==> config.mk <==
export PLATFORM = sky130hd
export DESIGN_NAME = argmax_classifier
export DESIGN_NICKNAME = d
export VERILOG_FILES = /design/src/rtl/argmax_classifier.sv
export SDC_FILE = /design/constraint.sdc
export NUM_CORES = 1
export LEC_CHECK = 0
export ABC_AREA = 1
export BUFFER_PORTS_ARGS = -buffer_cell sky130_fd_sc_hd__buf_2
export CORE_UTILIZATION = 50
export DETAILED_ROUTE_END_ITERATION = 10
export PLACE_DENSITY = 0.87
export RECOVER_POWER = 25
export SLEW_MARGIN = 30
export SYNTH_ARGS = -nofsm -noshare
export SYNTH_HDL_FRONTEND = slang
export SYNTH_SLANG_ARGS = --single-unit
==> constraint.sdc <==
create_clock -name clk -period 7.8 [get_ports clk]
set_input_delay 1.56 -clock clk [delete_from_list [all_inputs] [get_ports clk]]
set_output_delay 1.56 -clock clk [all_outputs]
set_load 0.01 [all_outputs]
==> src/rtl/argmax_classifier.sv <==
// Terminal argmax stage: captures a packed signed score vector and scans it
// SCAN_FACTOR lanes per cycle, reporting the lowest-index maximum and its value.
module argmax_classifier #(
  parameter int unsigned NUM_CLASSES = 10,
  parameter int unsigned DATA_WIDTH  = 8,
  parameter int unsigned SCAN_FACTOR = 4,
  parameter int unsigned IDX_WIDTH   = (NUM_CLASSES > 1) ? $clog2(NUM_CLASSES) : 1
) (
  input  logic                              clk,
  input  logic                              rst,
  input  logic                              i_valid,
  output logic                              i_ready,
  input  logic [NUM_CLASSES*DATA_WIDTH-1:0] i_scores,
  output logic                              o_valid,
  input  logic                              o_ready,
  output logic [IDX_WIDTH-1:0]              o_class,
  output logic [DATA_WIDTH-1:0]             o_max_score
);

  localparam int unsigned NUM_CHUNKS = (NUM_CLASSES + SCAN_FACTOR - 1) / SCAN_FACTOR;
  localparam int unsigned CHUNK_W    = (NUM_CHUNKS > 1) ? $clog2(NUM_CHUNKS) : 1;
  localparam int unsigned NUM_LANES  = NUM_CHUNKS * SCAN_FACTOR;
  localparam int unsigned LANE_W     = (NUM_LANES > 1) ? $clog2(NUM_LANES) : 1;
  localparam logic [CHUNK_W-1:0] LAST_CHUNK = CHUNK_W'(NUM_CHUNKS - 1);
  localparam logic signed [DATA_WIDTH-1:0] MIN_SCORE = {1'b1, {(DATA_WIDTH-1){1'b0}}};

  typedef enum logic [1:0] {IDLE, SCAN, DONE} state_t;

  state_t                        state;
  logic signed [DATA_WIDTH-1:0]  elems_q [NUM_CLASSES];
  logic [CHUNK_W-1:0]            chunk_q;
  logic signed [DATA_WIDTH-1:0]  best_score_q;
  logic [IDX_WIDTH-1:0]          best_idx_q;

  logic [LANE_W-1:0]             lane_c;
  logic signed [DATA_WIDTH-1:0]  lane_val_c;
  logic                          found_c;
  logic signed [DATA_WIDTH-1:0]  chunk_max_c;
  logic [IDX_WIDTH-1:0]          chunk_idx_c;
  logic                          take_c;
  logic signed [DATA_WIDTH-1:0]  merged_score_c;
  logic [IDX_WIDTH-1:0]          merged_idx_c;

  // Chunk winner (strict > keeps lowest index; padding lanes never compete),
  // then merge with the running best. The first chunk loads unconditionally so
  // an all-minimum vector still reports element 0.
  always_comb begin
    lane_c      = '0;
    lane_val_c  = '0;
    found_c     = 1'b0;
    chunk_max_c = MIN_SCORE;
    chunk_idx_c = '0;
    for (int l = 0; l < int'(SCAN_FACTOR); l++) begin
      lane_c = LANE_W'(int'(chunk_q) * int'(SCAN_FACTOR) + l);
      if (32'(lane_c) < NUM_CLASSES) begin
        lane_val_c = elems_q[IDX_WIDTH'(lane_c)];
        if (!found_c || (lane_val_c > chunk_max_c)) begin
          chunk_max_c = lane_val_c;
          chunk_idx_c = IDX_WIDTH'(lane_c);
        end
        found_c = 1'b1;
      end
    end
    take_c         = (chunk_q == '0) || (chunk_max_c > best_score_q);
    merged_score_c = take_c ? chunk_max_c : best_score_q;
    merged_idx_c   = take_c ? chunk_idx_c : best_idx_q;
  end

  always_ff @(posedge clk or posedge rst) begin
    if (rst) begin
      state        <= IDLE;
      i_ready      <= 1'b1;
      o_valid      <= 1'b0;
      o_class      <= '0;
      o_max_score  <= '0;
      chunk_q      <= '0;
      best_score_q <= '0;
      best_idx_q   <= '0;
      for (int j = 0; j < int'(NUM_CLASSES); j++) elems_q[j] <= '0;
    end else begin
      case (state)
        IDLE: begin
          if (i_valid) begin
            for (int j = 0; j < int'(NUM_CLASSES); j++)
              elems_q[j] <= i_scores[j*DATA_WIDTH +: DATA_WIDTH];
            chunk_q      <= '0;
            best_score_q <= MIN_SCORE;
            best_idx_q   <= '0;
            i_ready      <= 1'b0;
            state        <= SCAN;
          end
        end
        SCAN: begin
          best_score_q <= merged_score_c;
          best_idx_q   <= merged_idx_c;
          if (chunk_q == LAST_CHUNK) begin
            o_class     <= merged_idx_c;
            o_max_score <= merged_score_c;
            o_valid     <= 1'b1;
            state       <= DONE;
          end else begin
            chunk_q <= chunk_q + CHUNK_W'(1);
          end
        end
        DONE: begin
          if (o_ready) begin
            o_valid <= 1'b0;
            i_ready <= 1'b1;
            state   <= IDLE;
          end
        end
        default: begin
          state   <= IDLE;
          i_ready <= 1'b1;
          o_valid <= 1'b0;
        end
      endcase
    end
  end

endmodule

# Word level (Yosys, flattened, before mapping)
# Index checks and enable logic that the tools add are counted.
[totals] ff_bits=110 inputBits=84 output_inout_bits=14 wordCells=112
[classes] addsub=4 order_cmp=12 eq_ne=7 n_mux=48 bitwise=6 reduce_logical=17
[op_table] op="2-to-1 mux 8 bit" n=17
[op_table] op="binary-select mux 8 bit (select 4 bit)" n=4
[op_table] op="2-to-1 mux 4 bit" n=9
[op_table] op="> comparator 8 bit" n=4
[op_table] op=">= comparator 5 bit, second input constant" n=4
[op_table] op="inverter 4 -> 5 bit" n=4
[op_table] op="< comparator 4 bit, second input constant" n=4
[op_table] op="one-hot mux 8 bit (2 select lines)" n=1
[op_table] op="AND reduction 3 bit" n=4
[op_table] op="2-to-1 mux 2 bit" n=5
[op_table] op="adder 4 x 2 -> 4 bit, second input constant" n=2
[op_table] op="!= test 2 bit, second input constant" n=4
[op_table] op="one-hot mux 4 bit (2 select lines)" n=1
[op_table] op="2-to-1 mux 1 bit" n=7
[op_table] op="one-hot mux 1 bit (3 select lines)" n=2
[op_table] op="one-hot mux 2 bit (3 select lines)" n=1
[op_table] op="AND reduction 2 bit" n=3
[op_table] op="adder 4 x 1 -> 4 bit, second input constant" n=1
[op_table] op="equality test 2 bit, second input constant" n=2
[op_table] op="logical NOT 2 bit" n=2
[op_table] op="logical OR 1 bit" n=4
[op_table] op="one-hot mux 2 bit (2 select lines)" n=1
[op_table] op="logical NOT 1 bit" n=3
[op_table] op="adder 2 x 1 -> 2 bit, second input constant" n=1
[op_table] op="3 further kinds" n=4

# Longest topological paths before layout
# Gate-level depths: netlist of run 1.
[depth] ltp_word=21 mapped_depth=65 depth_no_buf=61

# Worst setup path after synthesis of run 1
# OpenSTA, ideal clock, no wires.
[synth_timing] path_kind="reg2reg" from="register chunk_q[0]" to="register o_class[3]" setup_ps=129 arrival_time_ps=7103 t_required_ps=7671 setup_slack_ps=568 path_stages_with_launch=58 n_path_buf=6 synth_period_minus_slack_ps=7232 cell_sequence="dfrtp_1 buf_4 inv_2 clkbuf_1 buf_1 nor2_1 o21ai_0 nand2_1 ha_1 nand2_1 nor2_1 nor2_1 nand2_1 nand2_2 nand3_4 nor2_1 nand2_1 nand2_1 (+22 left out) inv_1 buf_2 nand2_1 nand2_1 ha_1 nand2_1 inv_1 a221oi_1 nor2_1 o41ai_1 o21ai_0 o21ai_0 nand2_1 inv_1 buf_4 nand2_1 o21ai_0 o21ai_0"
[synth_via] elab_chain_len=20 elab_cells_between_ends=55 classes_between="3 x add/sub; 8 x order compare; 1 x eq/ne; 30 x mux; 4 x bitwise; 9 x reduce/logical"
[synth_rtl] item="start, declared" line="31" text="logic [CHUNK_W-1:0] chunk_q;"
[synth_rtl] item="start signal, assigned" line="102" text="chunk_q <= chunk_q + CHUNK_W'(1);"
[synth_rtl] item="adder 4 x 1 -> 4 bit / inverter 4 -> 5 bit (equally long branches)" line="54, 56"
[synth_rtl] item="inverter 4 -> 5 bit (implied by the code) / binary-select mux 8 bit (select 4 bit) (equally long branches)" line="56" text="lane_val_c = elems_q[IDX_WIDTH'(lane_c)];"
[synth_rtl] item="binary-select mux 8 bit (select 4 bit) / 2-to-1 mux 8 bit (equally long branches)" line="56"
[synth_rtl] item="2-to-1 mux 8 bit (implied by the code)" line="56"
[synth_rtl] item="2-to-1 mux 8 bit (on tied branches)" line="56, 55"
[synth_rtl] item="> comparator 8 bit" line="57" text="if (!found_c || (lane_val_c > chunk_max_c)) begin"
[synth_rtl] item="logical OR 1 bit" line="57"
[synth_rtl] item="2-to-1 mux 8 bit" line="57"
[synth_rtl] item="(+4 left out)"
[synth_rtl] item="2-to-1 mux 8 bit" line="55" text="if (32'(lane_c) < NUM_CLASSES) begin"
[synth_rtl] item="> comparator 8 bit" line="57"
[synth_rtl] item="logical OR 1 bit" line="57"
[synth_rtl] item="2-to-1 mux 8 bit" line="57"
[synth_rtl] item="2-to-1 mux 8 bit" line="55"
[synth_rtl] item="> comparator 8 bit" line="64" text="take_c = (chunk_q == '0) || (chunk_max_c > best_score_q);"
[synth_rtl] item="logical OR 1 bit" line="64"
[synth_rtl] item="2-to-1 mux 4 bit" line="66" text="merged_idx_c = take_c ? chunk_idx_c : best_idx_q;"
[synth_rtl] item="end signal, assigned" line="97" text="o_class <= merged_idx_c;"
[synth_rtl] item="end, declared" line="16" text="output logic [IDX_WIDTH-1:0] o_class,"
# Parallel ways exist; a longest one is shown, timed or not. The select of a mux whose other input is x is not followed.
# A chain may end at the register's enable or synchronous reset.

# Worst setup path in the final report of run 1
[layout_timing] from="register chunk_q[0]" to="register best_score_q[6]"
[layout_via] elab_chain_len=21 elab_cells_between_ends=47 classes_between="3 x add/sub; 8 x order compare; 24 x mux; 4 x bitwise; 8 x reduce/logical"
[layout_rtl] item="adder 4 x 1 -> 4 bit / inverter 4 -> 5 bit (equally long branches)" line="54, 56"
[layout_rtl] item="inverter 4 -> 5 bit (implied by the code) / binary-select mux 8 bit (select 4 bit) (equally long branches)" line="56"
[layout_rtl] item="binary-select mux 8 bit (select 4 bit) / 2-to-1 mux 8 bit (equally long branches)" line="56"
[layout_rtl] item="2-to-1 mux 8 bit (implied by the code)" line="56"
[layout_rtl] item="2-to-1 mux 8 bit (on tied branches)" line="56, 55"
[layout_rtl] item="> comparator 8 bit" line="57"
[layout_rtl] item="logical OR 1 bit" line="57"
[layout_rtl] item="2-to-1 mux 8 bit" line="57"
[layout_rtl] item="(+5 left out)"
[layout_rtl] item="> comparator 8 bit" line="57"
[layout_rtl] item="logical OR 1 bit" line="57"
[layout_rtl] item="2-to-1 mux 8 bit" line="57"
[layout_rtl] item="2-to-1 mux 8 bit" line="55"
[layout_rtl] item="> comparator 8 bit" line="64"
[layout_rtl] item="logical OR 1 bit" line="64"
[layout_rtl] item="2-to-1 mux 8 bit *" line="65" text="merged_score_c = take_c ? chunk_max_c : best_score_q;"
[layout_rtl] item="one-hot mux 8 bit (2 select lines) *" line="81" text="case (state)"
[layout_rtl] item="end signal, assigned" line="94" text="best_score_q <= merged_score_c;"
[layout_rtl] item="end, declared" line="32" text="logic signed [DATA_WIDTH-1:0] best_score_q;"
# Mark *: on every way between the ends. The rest lies on a longest branch, timed or not. The select of a mux whose other input is x is not followed.

==> results of run 1 <==
## flip-flops by register name (all words and copies together), names as in the netlist
register      count
best_score_q      8
o_valid           1
o_max_score       8
state             2
o_class           4
best_idx_q        4
chunk_q           2
i_ready           1
elems_q          80
## cell families (layout without fill, tap and decap cells)
kind of cell,Yosys count,count (layout),synth area share [%]
AO/OA/AOI/OAI,94,94,8.87
adder cells (fa/ha/maj),35,35,7.00
buffers and inverters,99,217,6.62
flip-flops,110,110,44.0
multiplexers,8,8,1.28
AND/OR/NAND/NOR,486,487,32.2
## routing by layer
| layer | vias to the layer above | global-route usage [%] | routed length, µm |
|---|---|---|---|
| li1 | 2852 | - | - |
| met1 | 2765 | 33.2 | 7040 |
| met2 | 229 | 39.6 | 7480 |
| met3 | 35 | 3.29 | 1050 |
| met4 | 0 | 9.44 | 371 |
| met5 | - | 0 | 0 |
## metrics by stage
stage          TNS [ps]  cell area (µm²)
3_5_place_dp      -1910             6850
6_report              0             7590
2_1_floorplan         0             6250
5_1_grt          -10520             7590
3_3_place_gp          0             6850
4_1_cts               0             7210
## timing repair
item | 4_1_cts | 5_1_grt
gates resized for setup | 3 | 50
endpoints found under the setup margin | 19 | 24
cloned | 0 | 2
buffers inserted | 4 | 25
pin swaps | 1 | 18
## cells in the mapped netlist (2+ instances only)
cell type    n  area (µm²)
nand2_1    372        1400
clkbuf_1    21        78.8
ha_1        35         438
nand4_1      4        25.0
a21oi_1     11        55.1
o21ai_1      7        35.0
buf_4        3        22.5
nand3_1     20         100
nand2_2      9        56.3
o22ai_1      6        37.5
a2bb2oi_1    2        17.5
a21o_1       2        15.0
nor2_1      54         203
o21ai_0     46         230
inv_2        6        22.5
or2_2        7        43.8
dfrtp_1    109        2730
o21ai_2      6        52.6
o211ai_1     4        30.0
nor2_2       4        25.0
nand2_4      2        22.5
buf_6        2        22.5
o21bai_1     2        15.0
buf_1        5        18.8
nand3_2      8        80.1
mux2i_1      8        80.1
inv_1       58         218
## critical path, delay by kind of cell, from the launching register on
family	cells	cell delay (ps)
AO/OA/AOI/OAI	11	1640
adder cells (fa/ha/maj)	4	1160
buffers and inverters	8	750
AND/OR/NAND/NOR	33	3470
flip-flops	1	500
## final cells by class
cell class | count | area (µm²) | area share [%]
Timing Repair Buffer | 136 | 821 | 10.8
Clock inverter | 7 | 83.8 | 1.10
Sequential cell | 110 | 2760 | 36.3
Tap cell | 168 | 210 | 2.77
Inverter | 65 | 273 | 3.59
Multi-Input combinational cell | 624 | 3230 | 42.5
Clock buffer | 9 | 225 | 2.97
## final timing paths
| kind | slack [ps] | from | end | cells past startpoint |
|---|---|---|---|---|
| setup / recovery | 140 | chunk_q[0] | best_score_q[6] | 56 |
| hold / removal | 470 | i_ready | i_ready | 2 |
| setup reg to reg | 140 | chunk_q[0] | best_score_q[6] | 56 |
| hold reg to reg | 470 | i_ready | i_ready | 2 |
| max in group asynchronous | 4380 | rst | chunk_q[0] | 3 |
| min in group asynchronous | 1860 | rst | elems_q[15] | 2 |
==> results.md, run 1 <==
- Final core utilization: around 63%
- Ant diodes: 0
- IO Port Bufs: 97
- Post-Syn Area: 6250 µm²
- Main synth FF type: dfrtp_1
- Syn Nets: roughly 950
- Later-pin clock latency in the skew report: 360 ps
- Die W: 114 µm
- Sequential share of the synthesized area: 44.0%
- Area Overhead vs Synth: 21.5%
- WL per Instance: 14.2 µm
- Slowest stage delay, CP: 500 ps
- Die area: about 13000 µm²
- Crit start category: flop
- Post-synthesis average cell area: 7.51 µm²
- DRC viols: 0
- Max-cap check violation count: 2
- Via count: around 5900
- Largest net degree at the start of global routing: 90
- Final Cycle Share: between 90% and 100%
- Worst hold path class: reg2reg
- Status: finished, violations left
- Congestion Overflow GR: 0
- Initial Util: 51.6%
- CTS Hold Bufs: 0
- Avg Vias per Cell: 5.26
- Pre-CTS setup slack: -152 ps
- Critical Path RT: 8040 ps
- Crit-path max FO: 11
- Post-layout min period: 7660 ps
- Core area: 12100 µm²
- Final nets: 1065
- Post-synth EDFFs: 0
- Commonest non-fill, non-tap cells in the layout: 368 x nand2_1, 107 x dfrtp_1, 97 x buf_2, 54 x inv_1, 48 x nor2_1
- Critical path class: reg2reg
- Crit. End Element: flop
- Gr usage total: about a quarter
- Post-DP HPWL: 10700 µm
- Hold slack: 470 ps
- Warnings, synthesis: 0
- CTS Buf Count: 9
- Worst slew margin: -126%
- Layout cell share with drive strength beyond 1: 23.7%
- CTS tree: built
- Post-Layout Cell Count: between 1000 and 1500
- DR pass1 iterations: 5
- Failing checks: capacitance limit, slew limit
- Final Setup Violations: 0
- Final GP Congestion: 0.932
- Max-slew violations: 146
- Clk pin slew, worst setup/hold paths: 80 ps
- Skew final: 6.58 ps
- Most common cell after layout, fill and taps aside: nand2_1
- Vias in the first global route: approximately 5300
- Post-Synthesis Cells: approximately 830
- Slowest CP cell: dfrtp_2
- Post-synth ARST share: between 90% and 100%
- Tightest Pin Transition: approximately 3400 ps
- Fillers: 1018
- Post-DRT Antenna Nets: 0
- Synth cell types: 46
- First-pass GRT wire length: 24800 µm
- Initial antenna violation count: 0
- # H-tree levels: 3
- Final Hold Fails: 0
- Io pins: 98
- Cell row count: 40
- Critical Path AT: 7910 ps
- Cell mode on critical path: nand2_1
- Final wirelength: 15900 µm
- Buffer depth of the longest clock path: 2
- Max Fclk: between 0.1 and 0.15 GHz
- Dpl cells: 1072
- Number of synthesized register bits: 110
- Setup slack after layout: 136 ps
- Drt initial violations: 406
- Root Buffer: clkbuf_16
- CTS sink count: 110
- Die height: roughly 110 µm
Power of run 1 is not shown: default switching activity piles up to over one toggle a cycle in this logic, so the estimate is an artifact.
==> run 2: changes to the inputs <==
--- a/config.mk
+++ b/config.mk
@@ -5,11 +5,10 @@
 export SDC_FILE = /design/constraint.sdc
 export NUM_CORES = 1
 export LEC_CHECK = 0
-export ABC_AREA = 1
 export BUFFER_PORTS_ARGS = -buffer_cell sky130_fd_sc_hd__buf_2
 export CORE_UTILIZATION = 50
 export DETAILED_ROUTE_END_ITERATION = 10
-export PLACE_DENSITY = 0.87
+export PLACE_DENSITY = 0.86
 export RECOVER_POWER = 25
 export SLEW_MARGIN = 30
 export SYNTH_ARGS = -nofsm -noshare
==> run 2 against run 1 <==
Net effect: the flow finishes with violations (capacitance limit, slew limit, setup timing); cell area is 16% higher; clock skew increased by 1.7 ps; utilization rose by 7.0 points; global-route usage rose by 3.0 points; count of clock-buffer cells in the layout up 2; non-clock buffer count increased by 83; sequential share of layout area is 5.1 points lower; hold slack gained 8.1 ps; synthesized area is 4.4% higher; first-iteration DRC count shrank 21%; critical path depth fell by 12; synthesized cell count down 6.6%; critical path type unchanged; critical endpoint is now best_idx_q[2]; largest cell class unchanged; highest routed layer unchanged.
==> results.md, run 2 <==
- Leading area contributor after synthesis: dfrtp_1
- DRC viols: 0 (unchanged)
- Later-pin clock latency in the skew report: 370 ps (about the same)
- Gr usage total: 27.3% (+3.0 points)
- Critical Path RT: 8090 ps (+50 ps)
- Critical path class: reg2reg
- Post-synth ARST share: 100% (unchanged)
- Final Hold Fails: 0 (unchanged)
- Number of synthesized register bits: 110 (unchanged)
- Final wirelength: 18700 µm (+17%)
- Main synth FF type: dfrtp_1
- Congestion Overflow GR: 0 (unchanged)
- Commonest cells in the netlist: 280 x nand2_1, 109 x dfrtp_1, 46 x nor2_1
- Fin Setup TNS: -12280 ps (-12280 ps)
- Area contributors post-synth: dfrtp_1 42%, nand2_1 16%, ha_1 6.7%, mux2i_1 5.4%, o21ai_0 2.8%
- # H-tree levels: 3 (unchanged)
- Final Setup Violations: 24 (+24)
- Final nets: 1084 (+1.8%)
- Crit-path max FO: 8 (-3)
- Die area: 13500 µm² (+4.3%)
- Flip-flop count of the largest register after layout: 80 (unchanged)
- Worst slew margin: -46.3% (+79 points)
- R2R cell count: 44 (-21%)
- Critical Path AT: 8660 ps (+750 ps)
- Clk pin slew, worst setup/hold paths: 70 ps (about the same)
- Final GP Congestion: 0.930 (-0.24%)
- Largest net degree at the start of global routing: 63 (-30%)
- Most frequent cell after synthesis: nand2_1
- Post-synthesis average cell area: 8.40 µm² (+12%)
- Core area: 12700 µm² (+4.6%)
- Initial antenna violation count: 0 (unchanged)
- Root Buffer: clkbuf_16
- Layout cell share with drive strength beyond 1: 34.6% (+11 points)
- Post-DP HPWL: 12700 µm (+19%)
- Post-DRT Antenna Nets: 0 (unchanged)
- Ant diodes: 0 (unchanged)
- Top flop regs: elems_q (80), best_score_q (8), o_max_score (8)
- Synth cell types: 65 (+41%)
- Crit start category: flop
- Post-synth top area share: 41.8% (-1.8 points)
- Buffer depth of the longest clock path: 2 (unchanged)
- Max-slew violations: 50 (-66%)
- Die height: 116 µm (+2.1%)
- DR pass1 iterations: 7 (+2)
- Slowest stage delay, CP: 470 ps (-30 ps)
- WL per Instance: 16.4 µm (+15%)
- Post-Synthesis Cells: 777 (-6.6%)
- Most common cell after layout, fill and taps aside: nand2_1
- Avg Vias per Cell: 5.48 (+4.2%)
- Status: finished, violations left
- Warnings, synthesis: 0 (unchanged)
- Cell mode on critical path: o21a_1
- Post-Syn Area: 6530 µm² (+4.4%)
- Reg2Reg Setup Slack: -560 ps (-700 ps)
- Post-layout min period: 8360 ps (+701 ps)
- Tightest Pin Transition: 2180 ps (-1200 ps)
- Skew final: 8.31 ps (+1.73 ps)
- Cell row count: 41 (+2.5%)
- Vias in the first global route: 6010 (+14%)
- Die W: 116 µm (+2.1%)
- Most flops, register: elems_q
- Max-cap check violation count: 1 (-1)
- Sequential share of the synthesized area: 42.2% (-1.8 points)
- Crit. End Element: flop
- Initial Util: 51.5% (-0.13 points)
- CTS Buf Count: 9 (unchanged)
- Area Overhead vs Synth: 35.3%
- Post-synth EDFFs: 0 (unchanged)
- Max Fclk: 0.120 GHz (-8.4%)
- Syn Nets: 896 (-5.8%)
- Failing checks: capacitance limit, slew limit, setup timing
- Io pins: 98 (unchanged)
- RSZ-0062 raised after global routing: true
- IO Port Bufs: 97 (unchanged)
- CTS sink count: 110 (unchanged)
- Drt initial violations: 322 (-21%)
- Commonest non-fill, non-tap cells in the layout: 279 x nand2_1, 109 x buf_4, 107 x dfrtp_1, 97 x buf_2, 38 x nor2_1
- Slowest CP cell: dfrtp_2
- CTS tree: built
- Via count: 6255 (+6.4%)
- Setup slack after layout: -565 ps (-701 ps)
- First-pass GRT wire length: 28100 µm (+13%)
- Final Cycle Share: 107% (+9.0 points)
- Hold Path Depth: 2 (unchanged)
- Worst hold path class: reg2reg
## run 2: layout make-up
type | count | area, µm²
multi-input cells | 604 | 4030
fillers | 968 | 3840
flip-flops and latches | 110 | 2760
repair buffers | 219 | 1470
clock buffers | 11 | 243
well taps | 172 | 215
inverters | 21 | 80.1
clock inverters | 5 | 40.0
## run 2: timing repair
action,4_1_cts,5_1_grt
pin swaps,21,30
gates resized for setup,22,51
setup buffers,13,17
hold buffers,0,0
hold endpoints to repair,0,0
setup endpoints to repair,24,24
## run 2: critical path, delay by kind of cell, from the launching register on
kind                     cells  cell delay [ps]
buffers and inverters        6              900
flip-flops                   1              470
AO/OA/AOI/OAI               20             3420
AND/OR/NAND/NOR             12             1760
adder cells (fa/ha/maj)      4             1080
multiplexers                 2              630
## run 2: path summary, 6_finish.rpt
kind	start	to
worst max-delay path	chunk_q[1]	best_idx_q[2]
worst min-delay path	elems_q[17]	elems_q[17]
worst max register to register	chunk_q[1]	best_idx_q[2]
worst min register to register	elems_q[17]	elems_q[17]
max in group asynchronous	rst	chunk_q[0]
min in group asynchronous	rst	best_idx_q[1]
## run 2: kinds of logic after synthesis
logic type	count (synthesis)	share of synthesized area, %
AND/OR/NAND/NOR	391	24.9
XOR/XNOR	1	0.249
AO/OA/AOI/OAI	129	14.2
adder cells (fa/ha/maj)	35	6.71
flip-flops	110	42.2
buffers and inverters	63	3.76
multiplexers	48	8.02
## run 2: layer usage
metal | vias to the layer above | GRT usage [%] | share of wire, % | wire (µm)
met1 | 2979 | 32.0 | 41 | 7580
met4 | 0 | 12.3 | 4.6 | 859
li1 | 3006 | - | - | -
met2 | 204 | 47.7 | 50 | 9380
met3 | 66 | 6.18 | 4.7 | 869
met5 | - | 0 | 0 | 0
## run 2: through the flow
stage	std cells	setup WS, ps	hold WS, ps	util (%)	area, µm²
CTS	1125	-331	478	66.5	8430
floorplan	777	-340	440	-	6770
global placement	1096	-373	454	62.7	7950
finish	1142	-565	478	69.7	8830
detailed placement	1096	-452	461	62.7	7950
global route	1142	-983	495	69.7	8830
Power of run 2 is left out for the same reason.
==> run 3: changes to the inputs <==
--- a/config.mk
+++ b/config.mk
@@ -6,9 +6,11 @@
 export NUM_CORES = 1
 export LEC_CHECK = 0
 export BUFFER_PORTS_ARGS = -buffer_cell sky130_fd_sc_hd__buf_2
-export CORE_UTILIZATION = 50
+export CELL_PAD_IN_SITES_DETAIL_PLACEMENT = 0
+export CELL_PAD_IN_SITES_GLOBAL_PLACEMENT = 1
+export CORE_UTILIZATION = 39
 export DETAILED_ROUTE_END_ITERATION = 10
-export PLACE_DENSITY = 0.86
+export PLACE_DENSITY = 0.89
 export RECOVER_POWER = 25
 export SLEW_MARGIN = 30
 export SYNTH_ARGS = -nofsm -noshare
==> run 3 against run 2 <==
Net effect: the run still ends with capacitance limit, slew limit, setup timing left; wire length grew 2.7%; sequential share of layout area shrank 1.0 points; die area grew 28%; maximum frequency grew 1.0%; worst setup slack gained 86 ps; clock skew grew 0.85 ps; register-to-register slack gained 90 ps; via count shrank 0.82%; cell area grew 3.5%; count of clock-buffer cells in the layout shrank 2.
==> results.md, run 3 (synthesized netlist as in run 2, its figures left out) <==
- Status: finished, violations left
- Failing checks: capacitance limit, slew limit, setup timing
- Top Metal Used: met4
- Cell row count: 46 (+12%)
- DR pass1 iterations: 5 (-2)
- Worst hold path class: reg2reg
- Met2 wire length: 9530 µm (+1.7%)
- Io pins: 98 (unchanged)
- Post-DP HPWL: 13100 µm (+3.2%)
- Layout cell share with drive strength beyond 1: 38.4% (+3.8 points)
- # H-tree levels: 3 (unchanged)
- Pre-CTS setup slack: -513 ps (-60.7 ps)
- Area of the multi-input gates: 4140 µm² (+2.8%)
- Slowest stage delay, CP: 510 ps (+40 ps)
- Via count: 6204 (-0.82%)
- DRC viols: 0 (unchanged)
- Cell mode on critical path: buf_4
- Most common cell after layout, fill and taps aside: nand2_1
- Critical Path AT: 8510 ps (-150 ps)
- Critical path class: reg2reg
- Final wirelength: 19200 µm (+2.7%)
- CTS Buf Count: 9 (unchanged)
- Crit. End Element: flop
- Later-pin clock latency in the skew report: 370 ps (about the same)
- Die W: 131 µm (+13%)
- RSZ-0062 raised after global routing: true
- Crit start category: flop
- Reg area: 2760 µm² (unchanged)
- Metal1 wirelength: 8020 µm (+5.7%)
- Clk pin slew, worst setup/hold paths: 70 ps (about the same)
- CTS sink count: 110 (unchanged)
- Setup slack after layout: -479 ps (+86.0 ps)
- Congestion Overflow GR: 0 (unchanged)
- Largest net degree at the start of global routing: 59 (-6.3%)
- First-pass GRT wire length: 30500 µm (+8.6%)
- Flip-flop count of the largest register after layout: 80 (unchanged)
- Final nets: 1106 (+2.0%)
- Most flops, register: elems_q
- Hold slack: 474 ps (-4.85 ps)
- Skew final: 9.16 ps (+0.852 ps)
- Initial antenna violation count: 0 (unchanged)
- Buffer depth of the longest clock path: 2 (unchanged)
- Final Cycle Share: 106% (-1.1 points)
- Post-route cell area: 9140 µm² (+3.5%)
- Routed wl met3: 808 µm (-7.0%)
- Post-layout min period: 8280 ps (-86.0 ps)
- Area Overhead vs Synth: 40.0%
- CTS Hold Bufs: 0 (unchanged)
- Slowest CP cell: dfrtp_2
- Worst slew margin: -59.9% (-14 points)
- Root Buffer: clkbuf_16
- Drt initial violations: 298 (-7.5%)
- Crit-path max FO: 12 (+4)
- Die area: 17300 µm² (+28%)
- Initial Util: 40.5% (-11 points)
- Fillers: 1442 (+49%)
- IO Port Bufs: 97 (unchanged)
- Top flop regs: elems_q (80), best_score_q (8), o_max_score (8)
- Tightest Pin Transition: 2390 ps (+203 ps)
- Area post-placement: 7970 µm² (+0.22%)
- Core area: 16100 µm² (+27%)
- Gr usage total: 22.2% (-5.0 points)
- Final Hold Fails: 0 (unchanged)
- Max-cap check violation count: 1 (unchanged)
- Critical Path RT: 8040 ps (-50 ps)
- Ant diodes: 0 (unchanged)
- Max Fclk: 0.121 GHz (+1.0%)
- Final Setup Violations: 24 (unchanged)
- Max-slew violations: 54 (+8.0%)
- Commonest non-fill, non-tap cells in the layout: 279 x nand2_1, 133 x buf_4, 107 x dfrtp_1, 97 x buf_2, 37 x nor2_1
- Vias in the first global route: 6247 (+3.9%)
- Post-DRT Antenna Nets: 0 (unchanged)
- Avg Vias per Cell: 5.14 (-6.2%)
- WL per Instance: 15.9 µm (-2.8%)
- CTS tree: built
- Final GP Congestion: 0.893 (-3.9%)
- Die height: 131 µm (+13%)
-- run 3: path summary, 6_finish.rpt --
kind	from	end	slack (ps)	cells past startpoint
setup reg to reg	chunk_q[1]	o_max_score[5]	-480	56
min in group asynchronous	rst	o_class[2]	1830	2
hold reg to reg	elems_q[57]	elems_q[57]	470	2
setup / recovery	chunk_q[1]	o_max_score[5]	-480	56
max in group asynchronous	rst	chunk_q[0]	4330	3
hold / removal	elems_q[57]	elems_q[57]	470	2
-- run 3: worst max-delay path: cells and delay by family, from the launching register on --
kind / cells / cell delay (ps)
simple gates: 6 / 650
mux: 1 / 220
flops: 1 / 510
buf+inv: 34 / 4400
fa+ha+maj: 2 / 520
compound gates: 13 / 1820
-- run 3: layout make-up --
type / count / area share [%]
multi-input combinational: 604 / 45.3
sequential: 110 / 30.2
timing repair buffer: 241 / 17.7
tap: 216 / 2.96
clock buffer: 9 / 2.47
inverter: 21 / 0.877
clock inverter: 6 / 0.479
-- run 3: timing repair --
| action | in CTS | in global routing |
|---|---|---|
| endpoints found under the setup margin | 24 | 24 |
| setup buffers | 47 | 12 |
| endpoints found under the hold margin | 0 | 0 |
| gates cloned | 1 | 0 |
| resized for setup | 56 | 49 |
| pin swaps | 22 | 44 |
-- run 3: per-layer routing --
metal,GRT usage (%),vias to the layer above
met2,38.0,177
li1,-,3044
met3,3.90,56
met4,12.4,0
met5,0,-
met1,26.4,2927
-- run 3: metrics by stage --
| step | setup TNS, ps | instances | util, % |
|---|---|---|---|
| CTS | -4700 | 1197 | 54.9 |
| global placement | -7300 | 1135 | 49.4 |
| floorplan | -6910 | 777 | - |
| global route | -16850 | 1207 | 56.7 |
| detailed placement | -10750 | 1135 | 49.4 |
| finish | -9450 | 1207 | 56.7 |
Power of run 3 is left out for the same reason.
